==> config.mk <==
export PLATFORM = sky130hd
export DESIGN_NAME = str_up_sample_top
export DESIGN_NICKNAME = d
export VERILOG_FILES = /design/src/rtl/str_up_sample_top.sv /design/src/rtl/str_up_sample.sv
export SDC_FILE = /design/constraint.sdc
export NUM_CORES = 1
export LEC_CHECK = 0
export BUFFER_PORTS_ARGS = -buffer_cell sky130_fd_sc_hd__buf_2
export CORE_UTILIZATION = 35
export CTS_BUF_LIST = sky130_fd_sc_hd__clkbuf_4 sky130_fd_sc_hd__clkbuf_8 sky130_fd_sc_hd__clkbuf_16
export DETAILED_ROUTE_END_ITERATION = 6
export HOLD_SLACK_MARGIN = 0.1
export PLACE_DENSITY = 0.59
export SLEW_MARGIN = 5
export SYNTH_ARGS = -nofsm -noshare
export SYNTH_HDL_FRONTEND = slang
export SYNTH_HIERARCHICAL = 1
export SYNTH_SLANG_ARGS = --single-unit
export TNS_END_PERCENT = 5
==> constraint.sdc <==
create_clock -name clk -period 2.9 [get_ports clk]
set_input_delay 0.145 -clock clk [delete_from_list [all_inputs] [get_ports clk]]
set_output_delay 0.145 -clock clk [all_outputs]
set_load 0.01 [all_outputs]
==> src/rtl/str_up_sample_top.sv <==
// Top-level wrapper around str_up_sample with an identical port list.
module str_up_sample_top #(
    parameter int DW         = 24,
    parameter int R          = 4,
    parameter int LAST       = 16000,
    parameter int ZERO_STUFF = 0
) (
    input  logic          clk,
    input  logic          rst_n,
    input  logic [DW-1:0] s_axis_tdata,
    input  logic          s_axis_tvalid,
    output logic          s_axis_tready,
    input  logic          s_axis_tlast,
    output logic [DW-1:0] m_axis_tdata,
    output logic          m_axis_tvalid,
    input  logic          m_axis_tready,
    output logic          m_axis_tlast,
    output logic          frame_err
);
    str_up_sample #(DW, R, LAST, ZERO_STUFF) u_core (
        clk, rst_n, s_axis_tdata, s_axis_tvalid, s_axis_tready, s_axis_tlast,
        m_axis_tdata, m_axis_tvalid, m_axis_tready, m_axis_tlast, frame_err
    );
endmodule

==> src/rtl/str_up_sample.sv <==
// Streaming up-sampler: repeats (or zero-stuffs) each input sample R times and
// tracks input/output frame position, flagging input framing errors.
module str_up_sample #(
    parameter int DW         = 24,
    parameter int R          = 4,
    parameter int LAST       = 16000,
    parameter int ZERO_STUFF = 0
) (
    input  logic          clk,
    input  logic          rst_n,
    input  logic [DW-1:0] s_axis_tdata,
    input  logic          s_axis_tvalid,
    output logic          s_axis_tready,
    input  logic          s_axis_tlast,
    output logic [DW-1:0] m_axis_tdata,
    output logic          m_axis_tvalid,
    input  logic          m_axis_tready,
    output logic          m_axis_tlast,
    output logic          frame_err
);
    localparam int NIN = LAST / R;
    localparam int RW  = $clog2(R);
    localparam int OW  = $clog2(LAST);
    localparam int IW  = (NIN > 1) ? $clog2(NIN) : 1;

    localparam logic [RW-1:0] REP_MAX  = RW'(R - 1);
    localparam logic [OW-1:0] OCNT_MAX = OW'(LAST - 1);
    localparam logic [IW-1:0] ICNT_MAX = IW'(NIN - 1);

    localparam logic ST_EMPTY = 1'b0;
    localparam logic ST_EMIT  = 1'b1;

    logic          state, state_nxt;
    logic [RW-1:0] rep;
    logic [OW-1:0] ocnt;
    logic [IW-1:0] icnt;
    logic [DW-1:0] hold;
    logic          in_xfer, out_xfer, rep_last;

    assign rep_last = (rep == REP_MAX);
    assign in_xfer  = s_axis_tvalid && s_axis_tready;
    assign out_xfer = m_axis_tvalid && m_axis_tready;

    always_ff @(posedge clk or negedge rst_n) begin
        if (!rst_n) state <= ST_EMPTY;
        else        state <= state_nxt;
    end

    always_comb begin
        state_nxt = state;
        case (state)
            ST_EMPTY: if (in_xfer) state_nxt = ST_EMIT;
            ST_EMIT:  if (out_xfer && rep_last && !in_xfer) state_nxt = ST_EMPTY;
            default:  state_nxt = ST_EMPTY;
        endcase
    end

    // Ready reaches back through m_axis_tready only on the final repeat so a
    // new sample can replace the held one without a bubble.
    always_comb begin
        s_axis_tready = 1'b0;
        m_axis_tvalid = 1'b0;
        m_axis_tdata  = hold;
        m_axis_tlast  = 1'b0;
        case (state)
            ST_EMPTY: s_axis_tready = 1'b1;
            ST_EMIT: begin
                s_axis_tready = rep_last && m_axis_tready;
                m_axis_tvalid = 1'b1;
                m_axis_tlast  = (ocnt == OCNT_MAX);
                if (ZERO_STUFF != 0 && rep != '0) m_axis_tdata = '0;
            end
            default: ;
        endcase
    end

    always_ff @(posedge clk or negedge rst_n) begin
        if (!rst_n) begin
            rep       <= '0;
            ocnt      <= '0;
            icnt      <= '0;
            hold      <= '0;
            frame_err <= 1'b0;
        end else begin
            if (in_xfer) begin
                hold <= s_axis_tdata;
                rep  <= '0;
            end else if (out_xfer && !rep_last) begin
                rep <= rep + RW'(1);
            end

            if (out_xfer) ocnt <= (ocnt == OCNT_MAX) ? '0 : ocnt + OW'(1);

            // Counters free-run through errors; the flag is sticky until reset.
            if (in_xfer) begin
                icnt <= (icnt == ICNT_MAX) ? '0 : icnt + IW'(1);
                if (s_axis_tlast != (icnt == ICNT_MAX)) frame_err <= 1'b1;
            end
        end
    end
endmodule

# Yosys cells after proc, flatten, opt, wreduce, memory -nomap -nowiden
# Cells that the tools add are included.
# word_totals
wordCells	34
inputBits	29
ff_bits	54
latchBits	0
romBits	0
n_memories	0
output_inout_bits	28
ramBits	0
# classes
n_lt_le_gt_ge	0
eq_ne	4
n_addsub	3
n_mux	10
div	0
reduce_logical	10
shift	0
n_bitwise	1
mul	0
# op_table
op	n
adder 14 x 1 -> 14 bit, second input constant	1
== test 14 bit, second input constant	1
two-way mux 14 bit	1
adder 12 x 1 -> 12 bit, second input constant	1
== test 12 bit, second input constant	1
two-way mux 12 bit	1
logical AND 1 bit	6
two-way mux 1 bit	4
two-way mux 2 bit	2
case mux 1 bit (2 select lines)	2
adder 2 x 1 -> 2 bit, second input constant	1
== test 2 bit, second input constant	1
logical NOT 1 bit	2
AND reduction 2 bit	1
nonzero test 2 bit	1
!= test 1 bit	1
inverter 1 bit	1

# Depth between registers and ports, before layout
# Gate-level depths: netlist of the first run.
# logic_depth
word_depth	8
depth_mapped	8
ltp_nobuf	5

# Worst setup path after synthesis of the first run
# No wires, ideal clock.
# synth_path
path_type	register to register
start	reg u_core.icnt[6]
end	reg u_core.frame_err
arrival_ps	1574
setup_slack_ps	1208
stages_incl_launch_ff	5
n_path_buf	0
t_required_ps	2782
period_less_slack_ps	1692
setup_ps	118
cell_sequence	dfrtp_1 or3b_1 or4_4 xnor2_2 a21o_1
# synth_via
elab_chain_len	3
# synth_rtl
item	line	rtl
from (decl)	str_up_sample.sv:36	logic [IW-1:0] icnt;
from (signal assigned)	str_up_sample.sv:96	icnt <= (icnt == ICNT_MAX) ? '0 : icnt + IW'(1);
== test 12 bit	str_up_sample.sv:97	if (s_axis_tlast != (icnt == ICNT_MAX)) frame_err <= 1'b1;
!= test 1 bit	str_up_sample.sv:97	
AND reduction 2 bit (no source line)	n/a	
to (signal assigned)	str_up_sample.sv:83	frame_err <= 1'b0;
to (signal assigned)	str_up_sample.sv:97	
to (decl)	str_up_sample.sv:19	output logic frame_err
# No other way between the ends.
# A chain may end at the register's enable or synchronous reset.

# Worst setup path after layout of the first run
# layout_path
start	reg u_core.rep[0]
end	reg u_core.hold[8], in the netlist u_core/m_axis_tdata[8]
# layout_via
elab_chain_len	4
# layout_rtl
item	line	rtl
from (decl)	str_up_sample.sv:34	logic [RW-1:0] rep;
from (signal assigned)	str_up_sample.sv:89	rep <= rep + RW'(1);
== test 2 bit	str_up_sample.sv:40	assign rep_last = (rep == REP_MAX);
logical AND 1 bit	str_up_sample.sv:68	s_axis_tready = rep_last && m_axis_tready;
case mux 1 bit (2 select lines)	str_up_sample.sv:65	case (state)
logical AND 1 bit	str_up_sample.sv:41	assign in_xfer = s_axis_tvalid && s_axis_tready;
to (signal assigned)	str_up_sample.sv:86	hold <= s_axis_tdata;
to (decl)	str_up_sample.sv:37	logic [DW-1:0] hold;
# No other way between the ends.

==> run_results.csv, run 1 <==
group,metric,value,unit
status,status,"complete, no violations",
clock_tree,clk_latency,0.30,ns
route,first_pass_iters,4,
sta,setup_viol_count_final,0,
clock_tree,htreeDepth,2,
sta,finalHoldViolCount,0,
clock_tree,cts_resized,0,
die,io_pins,57,
worst_setup_path,worstSetupPathType,"reg2reg",
synth,yosys_warnings,6,
synth,synth_area,2420,um2
sta,layout_min_cycle_time,1.89,ns
sta,skew,0.00262,ns
worst_setup_path,end_kind,"flip-flop",
sta,fin_crit_sh,65.2,%
synth,syn_inst,254,
sta,slew_headroom,51.2,%
die,row_count,29,
final_layout,mostFrequentLayoutCells,"89 x nand2_1, 56 x buf_2, 54 x dfrtp_1",
route,vias,2019,
clock_tree,clockBufferDepth,2,
clock_tree,postCtsSetupBuffers,0,
placement,numPlacedInstances,382,
worst_setup_path,crit_chain,"ha_1 > a21boi_0 > buf_4 > nor2b_2 > buf_4 > nand2_1 > nand2_1",
final_layout,drive_above_1_share,21.9,%
sta,fin_setup_tns,0,ns
final_layout,layout_commonest_cell,"nand2_1",
final_layout,layout.nets,369,
sta,rsz0062_at_grt,"false",
min_path,hold_path.class,"in2reg",
power_and_ir_drop,ir_worst_vdd,0.426,mV
worst_setup_path,cp.required,3.14,ns
die,dieArea,7240,um2
die,die_w,85.1,um
synth,synth_cell_types,35,
synth,syn_area_per_cell,9.51,um2
power_and_ir_drop,powerDensity,772,nW/um2
synth,synth_seq_cells,54,
route,wirelength,5370,um
final_layout,syn_to_final_growth,31.6,%
clock_tree,cts_hold_buffers,25,
route,viasPerCell,4.87,
die,initial_utilization,37.2,%
clock_tree,numCtsBuffers,5,
global_routing,grt_usage,15.7,%
clock_tree,clk_pin_slew,0.09,ns
clock_tree,tritoncts,"done",
clock_tree,clockRootBuffer,"clkbuf_8",
worst_setup_path,cpPeakStageDelay,0.52,ns
worst_setup_path,cp_num_buf_inv,2,
global_routing,antenna_found_initial,0,
synth,yosysSeqAreaShare,55.9,%
route,drc,0,
worst_setup_path,worst-path-max-fanout,17,
placement,place.detailed.hpwl,3490,um
worst_setup_path,crit_family,"simple AND/OR/NAND/NOR gates",
power_and_ir_drop,p_leak,1.61,nW
final_layout,final_cells,415,
sta,tightest_slew,0.732,ns
die,coreArea,6490,um2
clock_tree,clock-sinks,54,
global_routing,grt_pass1_vias,1970,
job,drv_cap,0,
die,die_y,85.1,um
sta,fmax,0.529,GHz
sta,final_max_slew_viol_count,0,
final_layout,antennaDiodeCount,0,
global_routing,grt_max_degree,33,
route,wl_per_cell,12.9,um
route,ant_nets,0,
placement,place_congestion,0.841,
synth,synth_nets,286,
global_routing,grt_pass1_wl,9050,um
worst_setup_path,slowest_stage,"nor2b_2",
worst_setup_path,startpoint_type,"flip-flop",
global_routing,gr-total-overflow,0,
worst_setup_path,arrival,2.14,ns
route,drt_iter0_markers,78,
placement,port_buffers,56,
Yosys cell counts:
library cell	count	area [um2]
inv_1	2	7.51
or4_1	1	7.51
and4b_1	2	20.0
nand2_1	89	334
ha_1	3	37.5
xor2_1	9	78.8
a311oi_1	1	8.76
o21ai_0	5	25.0
and3_1	3	18.8
o31ai_1	1	7.51
xnor2_1	11	96.3
nand3_1	7	35.0
nand2b_1	1	6.26
nor3b_1	1	7.51
or3b_1	1	8.76
and4_1	4	35.0
or2_1	1	6.26
nor3_1	2	10.0
nor2_1	16	60.1
nor4_1	2	12.5
dfrtp_1	54	1350
a21o_1	1	7.51
a21oi_1	5	25.0
or4_4	1	11.3
nor2_4	1	11.3
a21boi_0	1	7.51
nand4_1	12	75.1
and2_0	1	6.26
or2_2	1	6.26
buf_2	6	30.0
nor2b_1	1	6.26
nor4b_1	2	17.5
clkbuf_1	4	15.0
xnor2_2	1	16.3
and2_1	1	6.26
path summary, 6_finish.rpt:
check                                              from                                  to  slack, ns  depth (start not counted)
setup / recovery              u_core/rep[0]$_DFFE_PN0P_  u_core/m_axis_tdata[8]$_DFFE_PN0P_       1.01                          7
hold / removal                            s_axis_tvalid              u_core/state$_DFF_PN0_       0.12                          2
setup reg to reg              u_core/rep[0]$_DFFE_PN0P_  u_core/m_axis_tdata[8]$_DFFE_PN0P_       1.01                          7
hold reg to reg            u_core/frame_err$_DFFE_PN0P_        u_core/frame_err$_DFFE_PN0P_       0.47                          1
max in group asynchronous                         rst_n          u_core/icnt[3]$_DFFE_PN0P_       1.81                          3
min in group asynchronous                         rst_n         u_core/ocnt[12]$_DFFE_PN0N_       0.43                          2
per-layer routing:
metal  wire length (um)  up-vias  track usage [%]
met2               2640       48             27.1
li1                   -     1003                -
met5                  0        -                0
met1               2450      966             20.0
met4                  8        0             1.85
met3                270        2             4.86
sequential cells by signal (all words and copies together) (netlist names):
| register | cells |
|---|---|
| u_core/m_axis_tdata | 24 |
| u_core/ocnt | 14 |
| u_core/icnt | 12 |
| u_core/rep | 2 |
| u_core/frame_err | 1 |
| u_core/state | 1 |
report_power, final:
group / switching [mW] / total (mW) / internal, mW / leakage, nW
Combinational: 0.398 / 0.707 / 0.309 / 0.849
Clock: 0.236 / 0.604 / 0.368 / 0.0714
Sequential: 0.159 / 1.15 / 0.987 / 0.695
Total: 0.794 / 2.46 / 1.66 / 1.61
final cells by class:
cell class | instances | area (um2)
Clock buffer | 6 | 82.6
Inverter | 2 | 7.51
Multi-Input combinational cell | 188 | 1010
Tap cell | 77 | 96.3
Clock inverter | 2 | 60.1
Fill cell | 596 | 3310
Sequential cell | 54 | 1350
Timing Repair Buffer | 86 | 568
cells by family after synthesis:
kind of cell | Yosys count | synth area share, %
AO/OA/AOI/OAI | 14 | 3.37
adder cells (fa/ha/maj) | 3 | 1.55
XOR/XNOR | 21 | 7.92
AND/OR/NAND/NOR | 150 | 29.1
buffers and inverters | 12 | 2.18
flip-flops | 54 | 55.9
per-stage QoR:
step	hold slack, ns	setup WS [ns]	instance area (um2)	utilization (%)	total power, mW
6_report	0.123	1.01	3180	49.0	2.46
3_5_place_dp	0.258	1.03	2790	42.9	1.84
3_3_place_gp	0.254	1.10	2790	42.9	1.82
5_1_grt	0.129	0.826	3180	49.0	2.64
2_1_floorplan	-0.151	1.21	2420	-	1.54
4_1_cts	0.113	1.01	3180	49.0	2.48
Note: power is estimated with default switching activity, not from simulation.
==> inputs of run 2 (changes only) <==
--- a/config.mk
+++ b/config.mk
@@ -10,7 +10,7 @@
 export CTS_BUF_LIST = sky130_fd_sc_hd__clkbuf_4 sky130_fd_sc_hd__clkbuf_8 sky130_fd_sc_hd__clkbuf_16
 export DETAILED_ROUTE_END_ITERATION = 6
 export HOLD_SLACK_MARGIN = 0.1
-export PLACE_DENSITY = 0.59
+export PLACE_DENSITY = 0.61
 export SLEW_MARGIN = 5
 export SYNTH_ARGS = -nofsm -noshare
 export SYNTH_HDL_FRONTEND = slang
==> constraint.sdc (replaced) <==
create_clock -name clk -period 1.5 [get_ports clk]
set_input_delay 0.075 -clock clk [delete_from_list [all_inputs] [get_ports clk]]
set_output_delay 0.075 -clock clk [all_outputs]
set_load 0.01 [all_outputs]
==> run 2 against run 1 <==
Net effect:
- the run now ends with negative setup slack left
- wire length up 2.2%
- register-to-register slack worse by 1.2 ns
- worst hold slack better by 0.058 ns
- count of clock-buffer cells in the layout down 1
- critical endpoint is now u_core/frame_err$_DFFE_PN0P_
- largest power group unchanged
- highest routed layer unchanged
==> run_results.csv, run 2 (same netlist as run 1, synthesis figures left out) <==
group,metric,value,unit
placement,port_buffers,56,
route,drc,0,
power_and_ir_drop,power,4.71,mW
global_routing,grt_pass1_vias,2020,
sta,fin_crit_sh,112,%
worst_setup_path,path_depth,4,
sta,setup_slack,-0.185,ns
clock_tree,clockRootBuffer,"clkbuf_8",
clock_tree,clk_pin_slew,0.11,ns
global_routing,grt_usage,16.3,%
worst_setup_path,startpoint,"u_core/icnt[6]$_DFFE_PN0P_",
clock_tree,numCtsBuffers,5,
die,io_pins,57,
final_layout,final_cells,444,
sta,whs,0.180,ns
final_layout,drive_above_1_share,30.5,%
placement,numPlacedInstances,408,
worst_setup_path,end_kind,"flip-flop",
sta,skew,0.00994,ns
worst_setup_path,cp.required,1.72,ns
die,die_y,85.1,um
power_and_ir_drop,swShare,34.9,%
power_and_ir_drop,powerDensity,1360,nW/um2
min_path,hold_path.class,"in2reg",
global_routing,grt_max_degree,29,
route,wirelength,5490,um
route,first_pass_iters,4,
placement,place_congestion,0.755,
final_layout,antennaDiodeCount,0,
die,row_count,29,
global_routing,grt_pass1_wl,9390,um
global_routing,gr-total-overflow,0,
die,coreArea,6490,um2
placement,place.detailed.hpwl,3670,um
status,status,"finished, violations left",
final_layout,syn_to_final_growth,43.7,%
worst_setup_path,worst-path-max-fanout,3,
worst_setup_path,r2r_cells,4,
die,initial_utilization,37.2,%
sta,layout_min_cycle_time,1.68,ns
power_and_ir_drop,p_sw,1.64,mW
final_layout,layout_commonest_cell,"nand2_1",
clock_tree,clockBufferDepth,2,
power_and_ir_drop,internal_power,3.07,mW
final_layout,layout.nets,398,
sta,fmax,0.594,GHz
worst_setup_path,r2r_setup_slack,-0.18,ns
worst_setup_path,cpPeakStageDelay,0.53,ns
sta,setup_viol_count_final,12,
clock_tree,htreeDepth,2,
sta,tightest_slew,0.467,ns
power_and_ir_drop,seqPwrFrac,46.0,%
sta,final_max_slew_viol_count,0,
worst_setup_path,startpoint_type,"flip-flop",
die,dieArea,7240,um2
job,drv_cap,0,
worst_setup_path,crit_family,"simple AND/OR/NAND/NOR gates",
clock_tree,tritoncts,"done",
sta,rsz0062_at_grt,"true",
worst_setup_path,slowest_stage,"or4_4",
power_and_ir_drop,clkPwrFrac,18.1,%
global_routing,antenna_found_initial,0,
power_and_ir_drop,p_leak,1.77,nW
route,vias,2098,
worst_setup_path,worstSetupPathType,"reg2reg",
clock_tree,clock-sinks,54,
min_path,worstHoldPathCells,4,
route,wl_per_cell,12.4,um
final_layout,mostFrequentLayoutCells,"88 x nand2_1, 56 x buf_2, 54 x dfrtp_1",
clock_tree,clk_latency,0.31,ns
final_layout,largest_reg_flops,24,
worst_setup_path,cp_num_buf_inv,0,
worst_setup_path,arrival,1.90,ns
route,ant_nets,0,
power_and_ir_drop,ir_worst_vdd,0.915,mV
route,viasPerCell,4.73,
status,violations,"negative setup slack",
worst_setup_path,r2r_start,"u_core/icnt[6]$_DFFE_PN0P_",
die,die_w,85.1,um
min_path,min-delay-start,"m_axis_tready",
power_and_ir_drop,pwr-share-comb,36.0,%
route,drt_iter0_markers,138,
sta,slew_headroom,68.9,%
worst_setup_path,crit_chain,"or3b_1 > or4_4 > xnor2_2 > a21o_1",
placement,dp_slack,-0.202,ns
sta,finalHoldViolCount,0,
-- run 2: layout make-up --
| cell class | instances | area [um2] |
|---|---|---|
| clock inverter | 3 | 26.3 |
| inverter | 2 | 7.51 |
| tap | 77 | 96.3 |
| clock buffer | 5 | 68.8 |
| multi-input combinational | 188 | 1080 |
| sequential | 54 | 1350 |
| fill | 578 | 3020 |
| timing repair buffer | 115 | 845 |
-- run 2: worst min-delay path, stage by stage --
cell,delay [ns]
buf_2,0.13
nand2_1,0.12
nand2_1,0.09
nand2_1,0.04
-- run 2: worst paths after layout --
check / to
setup / recovery: u_core/frame_err$_DFFE_PN0P_
hold / removal: u_core/ocnt[1]$_DFFE_PN0N_
setup reg to reg: u_core/frame_err$_DFFE_PN0P_
hold reg to reg: u_core/frame_err$_DFFE_PN0P_
max in group asynchronous: u_core/icnt[6]$_DFFE_PN0P_
min in group asynchronous: u_core/ocnt[12]$_DFFE_PN0N_
-- run 2: routing by layer --
metal	GRT usage [%]	wire, um	part of all wire [%]
met5	0	0	0
met4	2.31	29	0.53
met3	4.57	296	5.4
met2	27.3	2650	48
met1	21.5	2510	46
-- run 2: metrics by stage --
stage,instance area (um2),util [%],TNS (ns)
2_1_floorplan,2420,-,-2.90
3_3_place_gp,3030,46.7,-1.35
3_5_place_dp,3030,46.7,-1.53
4_1_cts,3420,52.6,-1.77
5_1_grt,3470,53.5,-2.50
6_report,3470,53.5,-1.53
-- run 2: power groups by stage --
stage / clock (mW) / sequential (mW) / combinational, mW
final: 0.850 / 2.17 / 1.69
after global placement: 0 / 2.18 / 1.56
after global routing: 0.940 / 2.22 / 1.90
after floorplan: 0 / 2.34 / 0.633
after CTS: 0.884 / 2.17 / 1.65
after detailed placement: 0 / 2.18 / 1.58
-- run 2: what timing repair did --
action | CTS | global route
pin swaps | 5 | 4
hold buffers | 27 | 0
buffers inserted | 0 | 1
endpoints found under the hold margin | 69 | 0
setup endpoints to repair | 30 | 38
resized for setup | 5 | 10
==> inputs of run 3 (changes only) <==
--- a/config.mk
+++ b/config.mk
@@ -6,11 +6,13 @@
 export NUM_CORES = 1
 export LEC_CHECK = 0
 export BUFFER_PORTS_ARGS = -buffer_cell sky130_fd_sc_hd__buf_2
+export CELL_PAD_IN_SITES_DETAIL_PLACEMENT = 1
+export CELL_PAD_IN_SITES_GLOBAL_PLACEMENT = 1
 export CORE_UTILIZATION = 35
 export CTS_BUF_LIST = sky130_fd_sc_hd__clkbuf_4 sky130_fd_sc_hd__clkbuf_8 sky130_fd_sc_hd__clkbuf_16
 export DETAILED_ROUTE_END_ITERATION = 6
 export HOLD_SLACK_MARGIN = 0.1
-export PLACE_DENSITY = 0.61
+export PLACE_DENSITY = 0.76
 export SLEW_MARGIN = 5
 export SYNTH_ARGS = -nofsm -noshare
 export SYNTH_HDL_FRONTEND = slang
==> run 3 against run 2 <==
Net effect:
- the run still ends with negative setup slack left
- utilization increased by 0.17 points
- count of clock-buffer cells in the layout increased by 2
- via count increased by 4.4%
- critical path depth unchanged
- combinational power about the same
- non-clock buffer count decreased by 1
- fmax decreased by 3.0%
- wire length increased by 26%
- global-route usage increased by 4.4 points
- final cell count decreased by 0.23%
==> run_results.csv, run 3 (same netlist as run 1, synthesis figures left out) <==
group,metric,value,unit
status,status,"finished, violations left",
status,violations,"negative setup slack",
global_routing,grt_usage,20.7,%
worst_setup_path,worst-path-max-fanout,3,
die,die_y,85.1,um
worst_setup_path,startpoint_type,"flip-flop",
min_path,worstHoldPathCells,3,
power_and_ir_drop,p_sw,1.70,mW
sta,whs,0.117,ns
die,coreArea,6490,um2
die,io_pins,57,
clock_tree,clk_pin_slew,0.09,ns
sta,fin_crit_sh,116,%
min_path,min_to,"u_core/frame_err$_DFFE_PN0P_",
power_and_ir_drop,ir_worst_vdd,0.843,mV
clock_tree,clockRootBuffer,"clkbuf_8",
die,initial_utilization,37.2,%
sta,finalHoldViolCount,0,
power_and_ir_drop,clkPwrFrac,20.5,%
worst_setup_path,r2r_cells,4,
min_path,min-delay-start,"s_axis_tlast",
final_layout,drive_above_1_share,30.3,%
final_layout,mostFrequentLayoutCells,"89 x nand2_1, 56 x buf_2, 53 x dfrtp_1",
worst_setup_path,r2r_setup_slack,-0.24,ns
final_layout,largest_reg_flops,24,
die,die_w,85.1,um
global_routing,grt_pass1_vias,2412,
final_layout,utilization,53.6,%
placement,numPlacedInstances,406,
power_and_ir_drop,powerDensity,1420,nW/um2
route,wl_per_cell,15.6,um
sta,setup_viol_count_final,13,
worst_setup_path,regToRegEndpoint,"u_core/frame_err$_DFFE_PN0P_",
final_layout,layout.nets,397,
clock_tree,tritoncts,"done",
die,dieArea,7240,um2
placement,place_congestion,0.729,
route,viasPerCell,4.95,
final_layout,final_cells,443,
die,row_count,29,
sta,setup_slack,-0.237,ns
sta,final_max_slew_viol_count,0,
global_routing,antenna_found_initial,0,
placement,port_buffers,56,
sta,tightest_slew,0.514,ns
clock_tree,clk_latency,0.32,ns
route,first_pass_iters,4,
worst_setup_path,arrival,1.94,ns
placement,place.detailed.hpwl,4510,um
power_and_ir_drop,p_leak,1.79,nW
worst_setup_path,cp.required,1.71,ns
clock_tree,clockBufferDepth,2,
final_layout,fill_cells,768,
sta,slew_headroom,65.7,%
final_layout,multi_input_area,1080,um2
clock_tree,htreeDepth,2,
final_layout,layout_commonest_cell,"nand2_1",
power_and_ir_drop,internal_power,3.24,mW
sta,rsz0062_at_grt,"true",
route,drc,0,
clock_tree,clock-sinks,54,
sta,fin_setup_tns,-2.20,ns
min_path,hold_path.class,"in2reg",
route,vias,2191,
global_routing,grt_max_degree,29,
clock_tree,numCtsBuffers,5,
worst_setup_path,end_kind,"flip-flop",
final_layout,antennaDiodeCount,0,
worst_setup_path,worstSetupPathType,"reg2reg",
global_routing,grt_pass1_wl,11600,um
final_layout,syn_to_final_growth,44.2,%
sta,skew,0.0105,ns
sta,fmax,0.576,GHz
route,ant_nets,0,
power_and_ir_drop,pwr-share-comb,34.8,%
route,wirelength,6920,um
sta,layout_min_cycle_time,1.74,ns
global_routing,gr-total-overflow,0,
power_and_ir_drop,seqPwrFrac,44.7,%
route,drt_iter0_markers,70,
power_and_ir_drop,swShare,34.4,%
final_layout,seq_area,1350,um2
job,drv_cap,0,
worst_setup_path,r2r_start,"u_core/icnt[6]$_DFFE_PN0P_",
==> run 3: metrics by stage <==
| stage | total power [mW] | area, um2 | setup WS [ns] |
|---|---|---|---|
| 6_report | 4.93 | 3480 | -0.237 |
| 5_1_grt | 5.29 | 3480 | -0.274 |
| 3_5_place_dp | 3.81 | 3020 | -0.201 |
| 2_1_floorplan | 2.98 | 2420 | -0.192 |
| 3_3_place_gp | 3.70 | 3020 | -0.177 |
| 4_1_cts | 4.89 | 3410 | -0.230 |
==> run 3: cell type report <==
type | instances | area share [%]
clock buffers | 7 | 2.41
clock inverters | 1 | 0.862
inverters | 2 | 0.216
multi-input cells | 188 | 31.0
flip-flops and latches | 54 | 38.8
well taps | 77 | 2.77
repair buffers | 114 | 24.0
==> run 3: metal layers <==
| layer | vias to the layer above | GRT usage, % | wire length (um) |
|---|---|---|---|
| met1 | 1076 | 26.0 | 3000 |
| met4 | 0 | 8.78 | 103 |
| met2 | 43 | 33.9 | 3570 |
| li1 | 1063 | - | - |
| met5 | - | 0 | 0 |
| met3 | 9 | 5.25 | 244 |
==> run 3: critical path, stage by stage (launching register included) <==
cell     delay, ns
dfrtp_1       0.38
or3b_1        0.39
or4_4         0.54
xnor2_2       0.15
a21o_1        0.17
==> run 3: repair_timing <==
item	4_1_cts	5_1_grt
pin swaps	6	9
hold buffers	26	0
setup endpoints to repair	38	45
gates resized for setup	5	10
hold endpoints to repair	44	0
buffers inserted	0	3
==> run 3: power groups by stage <==
stage,Combinational (mW),Sequential [mW],Clock [mW]
6_report,1.72,2.20,1.01
5_1_grt,1.92,2.27,1.09
4_1_cts,1.66,2.20,1.03
3_5_place_dp,1.59,2.22,0
3_3_place_gp,1.51,2.19,0
2_1_floorplan,0.633,2.34,0
==> run 3: worst max path at each step <==
stage	from	endpoint	slack, ns	cells after the start
global route	u_core/icnt[6]$_DFFE_PN0P_	u_core/frame_err$_DFFE_PN0P_	-0.27	4
detailed placement	u_core/icnt[6]$_DFFE_PN0P_	u_core/frame_err$_DFFE_PN0P_	-0.20	4
floorplan	u_core/icnt[6]$_DFFE_PN0P_	u_core/frame_err$_DFFE_PN0P_	-0.19	4
CTS	u_core/icnt[6]$_DFFE_PN0P_	u_core/icnt[0]$_DFFE_PN0P_	-0.23	5
global placement	u_core/icnt[6]$_DFFE_PN0P_	u_core/frame_err$_DFFE_PN0P_	-0.18	4
finish	u_core/icnt[6]$_DFFE_PN0P_	u_core/frame_err$_DFFE_PN0P_	-0.24	4
